<file path="src/rtl/serial_tc_pkg.sv">
// Shared constants, counter-width helper and mode encoding for the
// multi-lane bit-serial two's-complement negator.
package serial_tc_pkg;

    localparam int unsigned W_DEF     = 8;
    localparam int unsigned LANES_DEF = 1;

    typedef enum logic {
        TC_PASS = 1'b0,
        TC_NEG  = 1'b1
    } tc_mode_e;

    function automatic int unsigned cnt_width(input int unsigned w);
        return (w <= 2) ? 1 : $clog2(w);
    endfunction

endpackage

</file>
<file path="src/rtl/serial_tc_lane.sv">
// One serial lane: first-one tracking, conditional inversion and output register.
// Overflow detection exists only when SERIAL_TC_OVF_EN is defined.
module serial_tc_lane
(
    input  logic t_clk,
    input  logic r,
    input  logic i_valid,
    input  logic i_first,
    input  logic i_last,
    input  logic i_mode,
    input  logic i_bit,
`ifdef SERIAL_TC_OVF_EN
    output logic o_ovf,
`endif
    output logic o_bit
);

    logic seen_q, seen_d;
    logic bit_q, bit_d;
    logic eff_seen;

    // Bit 0 never inherits the previous word's flag, so i_sof needs no lane reset.
    assign eff_seen = i_first ? 1'b0 : seen_q;

    always_comb begin
        seen_d = seen_q;
        bit_d  = bit_q;
        if (i_valid) begin
            bit_d  = i_bit ^ (i_mode & eff_seen);
            seen_d = i_last ? 1'b0 : (eff_seen | i_bit);
        end
    end

    always_ff @(posedge t_clk or negedge r) begin
        if (!r) begin
            seen_q <= 1'b0;
            bit_q  <= 1'b0;
        end else begin
            seen_q <= seen_d;
            bit_q  <= bit_d;
        end
    end

    assign o_bit = bit_q;

`ifdef SERIAL_TC_OVF_EN
    logic ovf_q, ovf_d;

    // Only the most-negative value reaches the sign bit with no earlier 1.
    always_comb begin
        ovf_d = ovf_q;
        if (i_valid) begin
            ovf_d = i_mode & i_last & i_bit & ~eff_seen;
        end
    end

    always_ff @(posedge t_clk or negedge r) begin
        if (!r) begin
            ovf_q <= 1'b0;
        end else begin
            ovf_q <= ovf_d;
        end
    end

    assign o_ovf = ovf_q;
`endif

endmodule

</file>
<file path="src/rtl/serial_twos_comp.sv">
// Multi-lane bit-serial two's-complement negator with shared word framing.
// Define SERIAL_TC_OVF_EN to add the per-lane ovf output.
module serial_twos_comp
    import serial_tc_pkg::*;
#(
    parameter int unsigned W     = W_DEF,
    parameter int unsigned LANES = LANES_DEF
)
(
    input  logic             t_clk,
    input  logic             r,
    input  logic             i_valid,
    input  logic             i_sof,
    input  logic [LANES-1:0] i_bit,
    input  logic             neg,
    output logic             o_valid,
    output logic [LANES-1:0] o_bit,
`ifdef SERIAL_TC_OVF_EN
    output logic [LANES-1:0] ovf,
`endif
    output logic             o_last
);

    localparam int unsigned    CW       = cnt_width(W);
    localparam logic [CW-1:0]  LAST_IDX = CW'(W - 1);

    logic [CW-1:0] cnt_q, cnt_d;
    logic [CW-1:0] cur_idx;
    tc_mode_e      mode_q, mode_d;
    tc_mode_e      eff_mode;
    logic          valid_q;
    logic          last_q, last_d;
    logic          is_first;
    logic          is_last;

    // A valid i_sof overrides the counter so this bit is bit 0.
    assign cur_idx  = (i_sof && i_valid) ? '0 : cnt_q;
    assign is_first = (cur_idx == '0);
    assign is_last  = (cur_idx == LAST_IDX);
    assign eff_mode = is_first ? tc_mode_e'(neg) : mode_q;

    always_comb begin
        cnt_d  = cnt_q;
        mode_d = mode_q;
        last_d = last_q;
        if (i_valid) begin
            cnt_d  = is_last ? '0 : cur_idx + CW'(1);
            last_d = is_last;
            if (is_first) begin
                mode_d = tc_mode_e'(neg);
            end
        end else if (i_sof) begin
            cnt_d = '0;
        end
    end

    always_ff @(posedge t_clk or negedge r) begin
        if (!r) begin
            cnt_q   <= '0;
            mode_q  <= TC_PASS;
            valid_q <= 1'b0;
            last_q  <= 1'b0;
        end else begin
            cnt_q   <= cnt_d;
            mode_q  <= mode_d;
            valid_q <= i_valid;
            last_q  <= last_d;
        end
    end

    assign o_valid = valid_q;
    assign o_last  = last_q;

    for (genvar g = 0; g < LANES; g++) begin : g_lane
        serial_tc_lane u_lane (
            .t_clk   (t_clk),
            .r       (r),
            .i_valid (i_valid),
            .i_first (is_first),
            .i_last  (is_last),
            .i_mode  (eff_mode == TC_NEG),
            .i_bit   (i_bit[g]),
`ifdef SERIAL_TC_OVF_EN
            .o_ovf   (ovf[g]),
`endif
            .o_bit   (o_bit[g])
        );
    end

endmodule

</file>
<file path="config.mk">
export PLATFORM = sky130hd
export DESIGN_NAME = serial_twos_comp
export DESIGN_NICKNAME = d
export VERILOG_FILES = /design/src/rtl/serial_tc_pkg.sv /design/src/rtl/serial_tc_lane.sv /design/src/rtl/serial_twos_comp.sv
export SDC_FILE = /design/constraint.sdc
export NUM_CORES = 1
export LEC_CHECK = 0
export ABC_AREA = 1
export BUFFER_PORTS_ARGS = -buffer_cell sky130_fd_sc_hd__buf_2
export CAP_MARGIN = 30
export CORE_AREA = 2 2 39 41
export CTS_CLUSTER_SIZE = 28
export DETAILED_ROUTE_END_ITERATION = 10
export DIE_AREA = 0 0 41 43
export GPL_ROUTABILITY_DRIVEN = 0
export PLACE_DENSITY = 0.58
export SETUP_SLACK_MARGIN = 0.1
export SLEW_MARGIN = 20
export SYNTH_ARGS = -nofsm -noshare
export SYNTH_HDL_FRONTEND = slang
export SYNTH_HIERARCHICAL = 1
export SYNTH_SLANG_ARGS = --single-unit
</file>
<file path="constraint.sdc">
create_clock -name t_clk -period 2.9 [get_ports t_clk]
set_clock_uncertainty 0.2 [all_clocks]
set_input_delay 0.435 -clock t_clk [delete_from_list [all_inputs] [get_ports t_clk]]
set_output_delay 0.435 -clock t_clk [all_outputs]
set_load 0.05 [all_outputs]
</file>
==> results.toml, run 1 <==
[outcome]
run_status = "completed"

[synth]
synth_area_leaders = "sky130_fd_sc_hd__dfrtp_1 46%, sky130_fd_sc_hd__inv_1 12%, sky130_fd_sc_hd__nand2_1 9.5%"
synth.distinct_cells = 14
synthDominantCellAreaShare_pct = 46.0
ys_seq_elements = 8
ys_warn_count = 6
synth_top_cell_by_area = "sky130_fd_sc_hd__dfrtp_1"
netlist_instances = 55
synth.avg_cell_area_sq_um = 7.92
syn_area_sq_um = 435
mappedNetlistNets = 64
yosysSeqAreaShare_pct = 46.0

[timing]
worst_slew_margin_rel_pct = 83.6
worstMarginPinSlew_ps = 247
final_min_period_over_clock_period_pct = 60.1
report.final.slew_viol_count = 0
post-route-min-period_ps = 1740
fmax_ghz = 0.574
finalWorstSetupSlack_ps = 1160
rsz0062_at_grt = "no"
setup_tns_ps = 0
setup_viol_count_final = 0
hold_slack_ps = 205
hold_violations = 0

[hold_path]
hold_class = "primary input to register"

[placed_design]
preCtsSetupSlack_ps = 900
instance_area_at_placement_sq_um = 495
post-place-cells = 79
io_buffers = 8
post-dp-hpwl_um = 575

[grt]
grt_overflow = 0
number_of_antenna_violations_at_the_first_check_in_global_routing = 0
grt_max_degree = 11
vias_in_the_first_global_route = 311
first_pass_grt_wire_length_um = 1210
grtUsageTotal_pct = 11.2

[floorplan]
fp.coreArea_sq_mm = 0.00138
chipHeight_um = 43
io_pins = 9
floorplan.die_area_sq_mm = 0.00176
rows = 14
initial_core_util_pct = 31.5
die-width_um = 41

[route]
drt_first_pass_iters = 4
route.final.wire_length_um = 734
routedWlPerCell_um = 8.84
per_cell_via_count_in_the_routed_design = 4.33
ant_nets = 0
drtIter0Drc = 8
vias = 359
drt_drc_violations_left = 0

[clocking]
clock_latency_of_the_later_clocked_register_in_the_worst_skew_pair_ps = 250
cts_max_level = 1
cts_root_cell = "sky130_fd_sc_hd__clkbuf_4"
number_of_buffers_created_by_cts = 3
cts_clk_pin_slew_worst_paths_ps = 50
cts_max_path_buffers = 2
cts_num_sinks = 8
tritoncts = "built"
post-cts-setup-buffer-count = 0

[setup_path]
reg2reg_to = "g_lane[0].u_lane/o_bit"
critPathCaptureType = "register"
rr_startpoint = "cnt_q[0]"
worstSetupPathDepth = 13
worst-endpoint-arrival_ps = 1690
regToRegSetupSlack_ps = 1250
path_cells = "buf_2 -> nand2_2 -> inv_1 -> nor2_1 -> inv_1 -> ha_1 -> nand2_2 -> nand2_2 -> and2_1 -> nand3_1 -> nand2_1 -> nand3_1 -> nand2_1"
crit_path_max_incr_delay_ps = 210
worst_path_dominant_cell_family = "simple AND/OR/NAND/NOR gates"
cp_required_ps = 2840
critPathMostFrequentCell = "sky130_fd_sc_hd__nand2_2"
rr_worst_depth = 11
crit_path_start_kind = "primary input"
critPathLaunch = "i_valid"
timing.critical_path.fanout_max = 10
cp_slowest_cell = "sky130_fd_sc_hd__ha_1"
cp_num_buf_inv = 3
crit_end = "g_lane[0].u_lane/o_bit"
setup.worst_path.class = "primary input to register"

[power]
p_total_mw = 0.290
p_leak_nw = 0.313
ir_worst_vdd_v = 0.000252
power_density_mw_per_mm2 = 550

[cells_and_area]
layout-drive-gt1-share_pct = 22.4
diodes = 0
area_growth_pct = 21.3
finalInstanceArea_sq_um = 528
layout.cells.most_common_list = "14 x sky130_fd_sc_hd__inv_1, 11 x sky130_fd_sc_hd__nand2_1, 8 x sky130_fd_sc_hd__dfrtp_1, 8 x sky130_fd_sc_hd__buf_2"
layout.filler_cells = 137
final_util_pct = 38.2
finish.net_count = 78
layout_commonest_cell = "sky130_fd_sc_hd__inv_1"
layout_cells_excl_fill = 83

[run]
maxCapViolations = 0
synth_stat cells:
cell type / instances
sky130_fd_sc_hd__nand2_2: 4
sky130_fd_sc_hd__or2_1: 2
sky130_fd_sc_hd__nor2_1: 2
sky130_fd_sc_hd__inv_1: 14
sky130_fd_sc_hd__nand3_1: 4
sky130_fd_sc_hd__o22ai_1: 1
sky130_fd_sc_hd__dfrtp_1: 8
sky130_fd_sc_hd__and2_1: 1
sky130_fd_sc_hd__nand4_1: 1
sky130_fd_sc_hd__o21ai_1: 1
sky130_fd_sc_hd__nand2_1: 11
sky130_fd_sc_hd__ha_1: 3
sky130_fd_sc_hd__o21ai_0: 2
sky130_fd_sc_hd__a21oi_1: 1
worst register-to-register path, stage by stage, from the launching register on:
cell	delay, ps
sky130_fd_sc_hd__dfrtp_1	320
sky130_fd_sc_hd__inv_1	50
sky130_fd_sc_hd__nor2_1	190
sky130_fd_sc_hd__inv_1	70
sky130_fd_sc_hd__ha_1	210
sky130_fd_sc_hd__nand2_2	90
sky130_fd_sc_hd__nand2_2	50
sky130_fd_sc_hd__and2_1	140
sky130_fd_sc_hd__nand3_1	80
sky130_fd_sc_hd__nand2_1	50
sky130_fd_sc_hd__nand3_1	60
sky130_fd_sc_hd__nand2_1	50
layer usage:
metal,vias to the layer above,track usage [%],routed length [um]
li1,191,-,-
met1,154,12.1,369
met2,9,14.7,287
met3,5,9.42,56
met4,0,6.00,21
met5,-,0,0
report_power, final:
group	internal (mW)	switching (mW)
Combinational	0.0265	0.0476
Sequential	0.125	0.00670
Clock	0.0473	0.0368
Total	0.199	0.0911
cell type report:
class / instances / area [sq um] / share of cell area, %
sequential: 8 / 200 / 37.9
inverter: 14 / 52.6 / 9.95
timing repair buffer: 9 / 50.0 / 9.48
clock buffer: 3 / 22.5 / 4.27
tap: 16 / 20.0 / 3.79
multi-input combinational: 33 / 183 / 34.6
worst min-delay path by stage:
stage / depth (start not counted) / endpoint / slack [ps] / startpoint
after detailed placement: 1 / g_lane[0].u_lane/seen_q / 90 / r
final: 1 / o_valid / 210 / i_valid
after global placement: 1 / g_lane[0].u_lane/seen_q / 90 / r
after CTS: 1 / o_valid / 190 / i_valid
after floorplan: 0 / cnt_q[0] / -60 / r
after global routing: 1 / o_valid / 200 / i_valid
kinds of logic (layout without fill, tap and decap cells):
family	Yosys count	after routing	share of synthesized area (%)
simple gates	25	25	27.3
buf+inv	14	26	12.1
flops	8	8	46.0
compound gates	5	5	6.03
fa+ha+maj	3	3	8.62
registers in the layout, indices dropped and copies added (netlist names):
| name | cells |
|---|---|
| mode_q | 1 |
| g_lane.u_lane/seen_q | 1 |
| g_lane.u_lane/o_bit | 1 |
| o_valid | 1 |
| cnt_q | 3 |
| o_last | 1 |
what timing repair did:
action / 4_1_cts / 5_1_grt
hold endpoints to repair: 8 / 0
resized for setup: 0 / 0
hold buffers: 1 / 0
No activity file was read; power rests on OpenSTA's default activity.
==> inputs of run 2 (changes only) <==
ABC_AREA = 0   (was 1)
PLACE_DENSITY = 0.57   (was 0.58)
clock period = 1.7 ns   (was 2.9 ns; I/O delays follow)
==> results.toml, run 2 <==
[setup_path]
worst_path_dominant_cell_family = "flip-flops"
path_cells = "and2_4 -> inv_2 -> ha_4 -> a21boi_4 -> mux2_4 -> nand3b_1 -> xor2_1 -> a21oi_1"
reg2reg_to = "g_lane[0].u_lane/o_bit"
crit_path_max_incr_delay_ps = 380
cp_required_ps = 1640
critPathCaptureType = "register"
worstSetupPathDepth = 8
rr_startpoint = "cnt_q[1]"
cp_num_buf_inv = 1
worst-endpoint-arrival_ps = 1750
cp_slowest_cell = "sky130_fd_sc_hd__dfrtp_1"
rr_worst_depth = 8
setup.worst_path.class = "register to register"
regToRegSetupSlack_ps = -100
timing.critical_path.fanout_max = 3
critPathLaunch = "cnt_q[1]"
crit_path_start_kind = "register"

[synth]
synth_area_leaders = "sky130_fd_sc_hd__dfrtp_1 48%, sky130_fd_sc_hd__ha_1 9.0%, sky130_fd_sc_hd__mux2_1 5.4%"
post_synth_adder_cell_area_pct = 8.98
post_synth_and_or_nand_nor_area_fraction_pct = 15.6
netlist_instances = 38
syn_area_sq_um = 418
mappedNetlistNets = 47
synth_top_cell_by_area = "sky130_fd_sc_hd__dfrtp_1"
synth.avg_cell_area_sq_um = 11.0
ys_seq_elements = 8
yosysSeqAreaShare_pct = 47.9
synthDominantCellAreaShare_pct = 47.9
ys_warn_count = 6
synth_enable_flop_cells = 0
top_ff_cell_synth = "sky130_fd_sc_hd__dfrtp_1"
post_synth_xor_area_fraction_pct = 4.19
synth_async_sr_flop_share_pct = 100
synth.distinct_cells = 19
synth-compound-area-share_pct = 9.88
synth_top_family_by_area = "simple AND/OR/NAND/NOR gates"
yosysMostFrequentCell = "sky130_fd_sc_hd__dfrtp_1"
synth_mux_area_share_pct = 8.08

[route]
ant_nets = 0
drt_first_pass_iters = 4
routedWlPerCell_um = 11.6
drtIter0Drc = 5
per_cell_via_count_in_the_routed_design = 4.63
route.final.wire_length_um = 814
vias = 324
drt_drc_violations_left = 0

[cells_and_area]
finish.net_count = 65
final_util_pct = 42.1
diodes = 0
layout.cells.most_common_list = "8 x sky130_fd_sc_hd__dfrtp_1, 8 x sky130_fd_sc_hd__buf_2, 5 x sky130_fd_sc_hd__buf_4"
area_growth_pct = 39.5
layout-drive-gt1-share_pct = 46.3
max_flop_register = "cnt_q"
largest_register_ffs = 3
layout.filler_cells = 136

[clocking]
cts_max_level = 1
tritoncts = "built"
cts_clk_pin_slew_worst_paths_ps = 60
cts_root_cell = "sky130_fd_sc_hd__clkbuf_4"
number_of_buffers_created_by_cts = 3
cts_num_sinks = 8
clock_latency_of_the_later_clocked_register_in_the_worst_skew_pair_ps = 260
cts_max_path_buffers = 2

[hold_path]
min_delay_worst_endpoint = "mode_q"
holdPathStages = 2
holdCritStartpoint = "neg"
hold_class = "primary input to register"

[floorplan]
chipHeight_um = 43
die-width_um = 41
fp.coreArea_sq_mm = 0.00138
floorplan.die_area_sq_mm = 0.00176
initial_core_util_pct = 30.2
rows = 14
io_pins = 9

[power]
p_leak_nw = 0.276
ir_worst_vdd_v = 0.000491
power_density_mw_per_mm2 = 1000

[timing]
worst_slew_margin_rel_pct = 83.7
setup_viol_count_final = 1
fmax_ghz = 0.554
rsz0062_at_grt = "yes"
hold_violations = 0
final_min_period_over_clock_period_pct = 106
report.final.slew_viol_count = 0
post-route-min-period_ps = 1800
finalWorstSetupSlack_ps = -104
worstMarginPinSlew_ps = 247

[outcome]
failed_checks = "setup timing"
run_status = "complete, but fails checks"

[grt]
number_of_antenna_violations_at_the_first_check_in_global_routing = 0
grt_max_degree = 13
grt_overflow = 0
first_pass_grt_wire_length_um = 1380
grtUsageTotal_pct = 12.4
vias_in_the_first_global_route = 313

[run]
maxCapViolations = 0

[placed_design]
post-dp-hpwl_um = 556
io_buffers = 8
preCtsSetupSlack_ps = -176
-- run 2: worst max-delay path by stage --
stage                                   endpoint
final                     g_lane[0].u_lane/o_bit
after global routing      g_lane[0].u_lane/o_bit
after CTS                 g_lane[0].u_lane/o_bit
after detailed placement  g_lane[0].u_lane/o_bit
after global placement    g_lane[0].u_lane/o_bit
after floorplan           g_lane[0].u_lane/o_bit
-- run 2: timing repair --
action	in CTS	in global routing
gates resized for setup	1	2
pin swaps	3	3
setup endpoints to repair	1	3
setup buffers	1	1
hold endpoints to repair	8	0
hold buffers	1	0
gates cloned	0	0
-- run 2: logic make-up (layout without fill, tap and decap cells) --
| kind of cell | after synthesis | in the layout |
|---|---|---|
| and+or+nand+nor | 12 | 12 |
| AOI/OAI and AO/OA | 6 | 6 |
| adders and majority gates | 3 | 3 |
| DFF | 8 | 8 |
| xor gates and xnor gates | 2 | 2 |
| buffers and inverters | 4 | 20 |
| muxes | 3 | 3 |
-- run 2: routing by layer --
metal | vias up | GRT usage (%) | part of all wire (%)
met5 | - | 0 | 0
met1 | 155 | 15.5 | 44
met3 | 0 | 9.42 | 7.6
met2 | 11 | 17.2 | 48
li1 | 158 | - | -
met4 | 0 | 2.00 | 0
-- run 2: cell type report --
cell class                      count  area [sq um]  share of cell area, %
Tap cell                           16          20.0                   3.43
Clock buffer                        3          22.5                   3.86
Timing Repair Buffer               14          87.6                   15.0
Inverter                            3          11.3                   1.93
Multi-Input combinational cell     26           241                   41.4
Sequential cell                     8           200                   34.3
-- run 2: power breakdown --
group / leakage, nW / switching (mW) / total, mW / internal [mW]
Sequential: 0.0977 / 0.0186 / 0.242 / 0.224
Clock: 0.0138 / 0.0703 / 0.151 / 0.0812
Combinational: 0.164 / 0.0924 / 0.190 / 0.0979
Total: 0.276 / 0.181 / 0.584 / 0.403
-- run 2: per-stage QoR --
| stage | cells | TNS (ps) | cell area [sq um] | hold slack [ps] | power, mW |
|---|---|---|---|---|---|
| 5_1_grt | 70 | -191 | 583 | 38.4 | 0.636 |
| 2_1_floorplan | 38 | -95.8 | 453 | -241 | 0.377 |
| 4_1_cts | 69 | -120 | 563 | 32.8 | 0.580 |
| 3_3_place_gp | 64 | -155 | 520 | -88.4 | 0.414 |
| 3_5_place_dp | 64 | -176 | 520 | -86.2 | 0.416 |
| 6_report | 70 | -104 | 583 | 32.3 | 0.584 |
-- run 2: worst register-to-register path, cell delays in order (launching register included) --
cell                       delay [ps]
sky130_fd_sc_hd__dfrtp_1          380
sky130_fd_sc_hd__and2_4           140
sky130_fd_sc_hd__inv_2             50
sky130_fd_sc_hd__ha_4             120
sky130_fd_sc_hd__a21boi_4         180
sky130_fd_sc_hd__mux2_4           310
sky130_fd_sc_hd__nand3b_1          90
sky130_fd_sc_hd__xor2_1           140
sky130_fd_sc_hd__a21oi_1           80
